<file path="src/rtl/lock_reg_programmer.sv">
// Sequencer that writes a bank of NUM_REGS config values, then pulses Lock; it also locks fail-safe on any error.
// Define READBACK_VERIFY_EN to read back and compare each register after it is written.
module lock_reg_programmer #(
  parameter int unsigned NUM_REGS = 4,
  parameter int unsigned DATA_W   = 16,
  parameter int unsigned SEL_W    = (NUM_REGS > 1) ? $clog2(NUM_REGS) : 1
) (
  input  logic                       Clk,
  input  logic                       resetn,
  input  logic                       start,
  input  logic [NUM_REGS*DATA_W-1:0] cfg_data,
  input  logic                       scan_mode,
  input  logic                       debug_unlocked,
  input  logic [DATA_W-1:0]          rd_data,
  output logic [SEL_W-1:0]           wr_sel,
  output logic [DATA_W-1:0]          wr_data,
  output logic                       write,
  output logic                       Lock,
  output logic                       busy,
  output logic                       done,
  output logic                       err,
  output logic [1:0]                 err_code
);

  typedef enum logic [2:0] {
    S_IDLE,
    S_WRITE,
`ifdef READBACK_VERIFY_EN
    S_VERIFY,
`endif
    S_LOCK,
    S_DONE,
    S_ERROR
  } state_t;

  localparam logic [SEL_W-1:0] LAST_IDX = SEL_W'(NUM_REGS - 1);

  state_t              state_q, state_d;
  logic [SEL_W-1:0]    idx_q, idx_d;
  logic [DATA_W-1:0]   wr_data_q, wr_data_d;
  logic                write_q, write_d;
  logic                lock_q, lock_d;
  logic                busy_q, busy_d;
  logic                done_q, done_d;
  logic                err_q, err_d;
  logic [1:0]          err_code_q, err_code_d;

  logic [DATA_W-1:0]   cfg_word [NUM_REGS];
  logic                override;
  logic                go_err;
  logic [1:0]          go_err_code;

  always_comb begin
    for (int unsigned i = 0; i < NUM_REGS; i++) begin
      cfg_word[i] = cfg_data[i*DATA_W +: DATA_W];
    end
  end

`ifndef READBACK_VERIFY_EN
  logic unused_rd;
  assign unused_rd = ^rd_data;
`endif

  assign override = scan_mode | debug_unlocked;

  always_comb begin
    state_d     = state_q;
    idx_d       = idx_q;
    wr_data_d   = wr_data_q;
    write_d     = 1'b0;
    lock_d      = 1'b0;
    busy_d      = busy_q;
    done_d      = done_q;
    err_d       = err_q;
    err_code_d  = err_code_q;
    go_err      = 1'b0;
    go_err_code = 2'd0;

    case (state_q)
      S_IDLE: begin
        if (start) begin
          if (override) begin
            go_err      = 1'b1;
            go_err_code = 2'd2;
          end else begin
            state_d   = S_WRITE;
            idx_d     = '0;
            write_d   = 1'b1;
            wr_data_d = cfg_word[0];
            busy_d    = 1'b1;
          end
        end
      end
      S_WRITE: begin
        if (override) begin
          go_err      = 1'b1;
          go_err_code = 2'd2;
        end else begin
`ifdef READBACK_VERIFY_EN
          state_d = S_VERIFY;
`else
          if (idx_q == LAST_IDX) begin
            state_d = S_LOCK;
            lock_d  = 1'b1;
          end else begin
            idx_d     = idx_q + 1'b1;
            write_d   = 1'b1;
            wr_data_d = cfg_word[idx_q + 1'b1];
          end
`endif
        end
      end
`ifdef READBACK_VERIFY_EN
      S_VERIFY: begin
        // Override outranks a readback mismatch seen in the same cycle.
        if (override) begin
          go_err      = 1'b1;
          go_err_code = 2'd2;
        end else if (rd_data != wr_data_q) begin
          go_err      = 1'b1;
          go_err_code = 2'd1;
        end else if (idx_q == LAST_IDX) begin
          state_d = S_LOCK;
          lock_d  = 1'b1;
        end else begin
          state_d   = S_WRITE;
          idx_d     = idx_q + 1'b1;
          write_d   = 1'b1;
          wr_data_d = cfg_word[idx_q + 1'b1];
        end
      end
`endif
      S_LOCK: begin
        if (override) begin
          go_err      = 1'b1;
          go_err_code = 2'd2;
        end else begin
          state_d = S_DONE;
          busy_d  = 1'b0;
          done_d  = 1'b1;
        end
      end
      S_DONE, S_ERROR: ;
      default: state_d = S_IDLE;
    endcase

    // Error entry registers the fail-safe Lock pulse together with the sticky flags.
    if (go_err) begin
      state_d    = S_ERROR;
      write_d    = 1'b0;
      lock_d     = 1'b1;
      busy_d     = 1'b0;
      err_d      = 1'b1;
      err_code_d = go_err_code;
    end
  end

  always_ff @(posedge Clk or negedge resetn) begin
    if (!resetn) begin
      state_q    <= S_IDLE;
      idx_q      <= '0;
      wr_data_q  <= '0;
      write_q    <= 1'b0;
      lock_q     <= 1'b0;
      busy_q     <= 1'b0;
      done_q     <= 1'b0;
      err_q      <= 1'b0;
      err_code_q <= 2'd0;
    end else begin
      state_q    <= state_d;
      idx_q      <= idx_d;
      wr_data_q  <= wr_data_d;
      write_q    <= write_d;
      lock_q     <= lock_d;
      busy_q     <= busy_d;
      done_q     <= done_d;
      err_q      <= err_d;
      err_code_q <= err_code_d;
    end
  end

  assign wr_sel   = idx_q;
  assign wr_data  = wr_data_q;
  assign write    = write_q;
  assign Lock     = lock_q;
  assign busy     = busy_q;
  assign done     = done_q;
  assign err      = err_q;
  assign err_code = err_code_q;

endmodule

</file>
<file path="config.mk">
export PLATFORM = sky130hd
export DESIGN_NAME = lock_reg_programmer
export DESIGN_NICKNAME = d
export VERILOG_FILES = /design/src/rtl/lock_reg_programmer.sv
export SDC_FILE = /design/constraint.sdc
export NUM_CORES = 1
export LEC_CHECK = 0
export BUFFER_PORTS_ARGS = -buffer_cell sky130_fd_sc_hd__buf_2
export CORE_MARGIN = 3
export CORE_UTILIZATION = 40
export CTS_CLUSTER_SIZE = 28
export DETAILED_ROUTE_END_ITERATION = 16
export PLACE_DENSITY_LB_ADDON = 0.2
export SETUP_SLACK_MARGIN = 0.2
export SYNTH_ARGS = -nofsm -noshare
export SYNTH_HDL_FRONTEND = slang
export SYNTH_SLANG_ARGS = --single-unit
</file>
<file path="constraint.sdc">
create_clock -name Clk -period 4.2 [get_ports Clk]
set_input_delay 0.21 -clock Clk [delete_from_list [all_inputs] [get_ports Clk]]
set_output_delay 0.21 -clock Clk [all_outputs]
set_load 0.05 [all_outputs]
</file>
# --- Yosys cells after proc, flatten, opt, wreduce, memory -nomap -nowiden ---
# Index checks and enable logic that the tools add are counted.
classes:
  n_reduce_logical: 9
  addsub: 1
  n_eq_ne: 15
  n_bitwise: 3
  magnitude_cmp: 1
  n_mux: 41
op_table:
  columns: ["operator", "count"]
  rows:
  - ["2-to-1 mux 16 bit", 6]
  - ["binary-select mux 16 bit (select 2 bit)", 1]
  - ["one-hot mux 16 bit (2 select lines)", 1]
  - ["2-to-1 mux 3 bit", 6]
  - ["2-to-1 mux 1 bit", 15]
  - ["!= test 3 bit, second input constant", 5]
  - ["2-to-1 mux 2 bit", 6]
  - ["one-hot mux 3 bit (4 select lines)", 1]
  - ["!= test 2 bit, second input constant", 5]
  - ["one-hot mux 2 bit (2 select lines)", 2]
  - ["== test 3 x 2 -> 1 bit, second input constant", 2]
  - ["one-hot mux 1 bit (2 select lines)", 3]
  - ["AND reduction 6 bit", 1]
  - ["AND reduction 5 bit", 1]
  - ["AND reduction 4 bit", 1]
  - ["OR reduction 2 bit", 2]
  - ["== test 3 x 1 -> 1 bit, second input constant", 1]
  - ["== test 3 bit, second input constant", 1]
  - [">= comparator 3 bit, second input constant", 1]
  - ["zero test 3 bit", 1]
  - ["inverter 2 -> 3 bit", 1]
  - ["nonzero test 3 bit", 1]
  - ["adder 2 x 1 -> 2 bit, second input constant", 1]
  - ["== test 2 bit, second input constant", 1]
  - ["4 further kinds", 4]
word_totals:
  reg_bits: 28
  out_inout_bits: 25

# --- Logic depth before layout (Yosys ltp) ---
logic_depth:
  depth_word: 8
  mapped_depth: 7
  mapped_depth_nobuf: 5

# --- Worst setup path after synthesis ---
# No wires, ideal clock.
synth_path:
  path_kind: "reg-to-reg"
  start: "reg idx_q[0] (netlist: wr_sel[0])"
  end: "reg wr_data_q[1] (netlist: wr_data[1])"
  t_arrival_ps: 1998
  required_time_ps: 4075
  setup_time_ps: 125
  stages_incl_launch_ff: 5
  slack_ps: 2077
  n_path_buf: 0
  cell_sequence: "dfrtp_1 ha_1 a21o_1 nor4b_4 mux2_4"
synth_between:
  elab_chain_len: 8
synth_lines:
  columns: ["item", "line_no", "text"]
  rows:
  - ["start, declared", "39", "logic [SEL_W-1:0] idx_q, idx_d;"]
  - ["start signal, assigned", "171", "idx_q <= idx_d;"]
  - ["adder 2 x 1 -> 2 bit", "108", "wr_data_d = cfg_word[idx_q + 1'b1];"]
  - ["inverter 2 -> 3 bit (implied by the code)", "108", null]
  - ["binary-select mux 16 bit (select 2 bit)", "108", null]
  - ["2-to-1 mux 16 bit (implied by the code) (2 in series)", "108", null]
  - ["2-to-1 mux 16 bit", "102", "if (idx_q == LAST_IDX) begin"]
  - ["2-to-1 mux 16 bit", "95", "if (override) begin"]
  - ["one-hot mux 16 bit (2 select lines)", "79", "case (state_q)"]
  - ["end signal, assigned", "172", "wr_data_q <= wr_data_d;"]
  - ["end, declared", "40", "logic [DATA_W-1:0] wr_data_q, wr_data_d;"]
# Parallel ways exist; a longest one is shown, timed or not. The select of a mux whose other input is x is not followed.
# A chain may end at the register's enable or synchronous reset.

# --- Final worst setup path ---
# Same ends and word-level chain as after synthesis.

==> key figures <==
Power and ir drop
  • PwrDens: approximately 670 nW/um2
  • Total power: about 1.5 mW
  • Peak supply drop: 0.000649 V
  • Leakage: 1.04 nW

Clocking
  • Post-CTS Resized: 0
  • Clk buf depth: 2
  • Htree depth: 1
  • CTS Sinks: 27
  • Num CTS Buffers: 3
  • CTS root buf: clkbuf_8
  • Hold buffer count at cts: 1
  • CTS tree: built
  • Setup bufs post-CTS: 0
  • CTS clk-pin slew, worst paths: ~100 ps
  • Clock latency on the worst-skew pair: about 270 ps

Worst setup path
  • R2R depth: 6
  • Critical Path AT: about 3000 ps
  • WS Path Type: reg2reg
  • Worst-path maximum fanout: 20
  • Data required time of the critical path: ~4400 ps
  • R2r endpoint: wr_data[1]
  • FF-to-FF setup slack: about 1400 ps
  • Worst reg2reg startpoint: wr_sel[0]
  • Startpoint types: register
  • Critical Path End Type: register

STA
  • RSZ-0062 raised after global routing: no
  • Worst slew margin: 31.4%
  • Slew Limit Fails: 0
  • Fin crit period: approximately 2800 ps
  • Tightest Pin Transition: 1020 ps
  • Clk_skew: about 11 ps
  • Maximum operating frequency: 352 MHz
  • Final setup TNS: 0 ps
  • Final Setup Violations: 0
  • Final Hold Vio Count: 0
  • Setup WS post-layout: around 1400 ps
  • Part of the cycle the worst path needs: between 60% and 70%
  • Worst Hold Margin: between 200 and 250 ps

Global route
  • Vias in the first global route: 1,489
  • Global-route wire length before repair: about 6800 um
  • All-Layer GR Usage: between 10% and 20%
  • Initial antenna violation count: 0
  • Largest net degree at the start of global routing: 37
  • Grt total ovfl: 0

Placement
  • Placed cell count: around 310
  • PortBufs: between 90 and 100
  • Final HPWL DP: 3310 um
  • Setup WS pre-CTS: 1340 ps
  • GPL Wtd Cong: roughly 0.74

Hold path
  • Number of cells on the worst hold path: 3
  • Hold Crit Class: in2reg
  • Hold_sp: cfg_data[12]
  • Hold Path End: wr_data[12]

Synthesis
  • Cells after Synth: about 180
  • Primary FF master, synth: dfrtp_1
  • Number of synthesized flops with an enable pin: 0
  • Synth Area per Inst: about 10 um2
  • Unique masters post-synth: 39
  • Synth Register Bits: 27
  • Post-Syn Area: roughly 1800 um2
  • Async set-reset flop share out of synthesis: between 90% and 100%
  • Syn nets: 263
  • Cells taking the most area after synthesis: dfrtp_1 38%, mux2i_1 8.5%, a211oi_1 6.4%
  • Post-synth top area share: about two fifths
  • Largest area contributor in the netlist: dfrtp_1
  • Synth warn: 0
  • Seq/Total Area, Yosys: 38.2%

Floorplan
  • I/O pins: 110
  • Die W: slightly above 70 um
  • # rows: 23
  • Starting density of the core: between 40% and 50%
  • Die area: approximately 5300 um2
  • Core area: 4140 um2
  • DIE HEIGHT: around 72 um

Cells and area
  • Leading cell type in the layout, fill and taps excluded: buf_2
  • Cell Count, Final, Fillers Out: 310
  • Max reg flops: 16
  • Layout cell share with drive strength beyond 1: 48.1%
  • Fill cells: ~390
  • Ant diodes: 0
  • Commonest cells after routing, fill and taps aside: 92 x buf_2, 27 x dfrtp_1, 21 x a21oi_1
  • # nets final: 347
  • Area grow syn2layout: 26.5%

Outcome
  • Status: completed

Routing
  • Via total after detailed routing: 1,581
  • WL final: roughly 4300 um
  • Initial DRT Pass Iterations: 4
  • Via density: 5.10
  • Remaining antenna violation count: 0
  • DRC errors left: 0
  • Detailed router's first-iteration violation count: 71
  • Routed wire per std cell: 13.8 um

Flow run
  • Max-cap violations: 0
## cells by family after synthesis
kind of cell / after synthesis / synth area share (%)
multiplexers: 18 / 10.6
buffers and inverters: 20 / 8.00
adder cells (fa/ha/maj): 1 / 0.708
flip-flops: 27 / 38.2
AO/OA/AOI/OAI: 78 / 30.3
other: 1 / 0.212
AND/OR/NAND/NOR: 32 / 11.9
## worst max-delay path by stage
stage,to,startpoint
after detailed placement,wr_data[1],wr_sel[0]
after global routing,wr_data[1],wr_sel[0]
final,wr_data[1],wr_sel[0]
after global placement,wr_data[1],wr_sel[0]
after floorplan,wr_data[1],wr_sel[0]
after CTS,wr_data[1],wr_sel[0]
## synth_stat cells, drive strengths merged (2+ instances only)
cell and instances:
clkbuf 5, o22ai 2, a21boi 15, inv 4, a211oi 15, a21oi 33
o21ai 6, nand3 2, mux2 3, mux2i 15, a22oi 2, dfrtp 27
or2 3, nand2 2, nor2 18, a2bb2oi 2, buf 11
## critical path, cell delays in order, from the launching register on
cell	delay, ps
dfrtp_1	580
ha_1	850
buf_4	350
mux2_2	350
o22ai_1	170
a22oi_1	120
mux2_4	320
## per-layer routing
layer / routed length [um] / vias up / part of all wire [%] / track usage (%)
met3: 310 / 2 / 7.3 / 4.43
li1: - / 814 / - / -
met4: 6 / 0 / 0.14 / 1.23
met5: 0 / - / 0 / 0
met1: 1880 / 713 / 44 / 21.4
met2: 2070 / 52 / 49 / 26.7
## per-stage QoR
step,cell area (um2),utilization [%]
final,2230,53.9
after global placement,2180,52.6
after global routing,2230,53.9
after detailed placement,2180,52.6
after floorplan,1770,-
after CTS,2230,53.9
## layout make-up
| class | count | area, um2 | area share, % |
|---|---|---|---|
| clock buffer | 3 | 41.3 | 1.85 |
| sequential | 27 | 676 | 30.2 |
| inverter | 4 | 15.0 | 0.672 |
| clock inverter | 1 | 5.00 | 0.224 |
| timing repair buffer | 95 | 485 | 21.7 |
| tap | 50 | 62.6 | 2.80 |
| multi-input combinational | 130 | 950 | 42.5 |
## report_power, final
part,switching (mW),internal [mW]
Sequential,0.0913,0.357
Clock,0.0794,0.0664
Combinational,0.614,0.289
(Power assumes the default switching activity.)
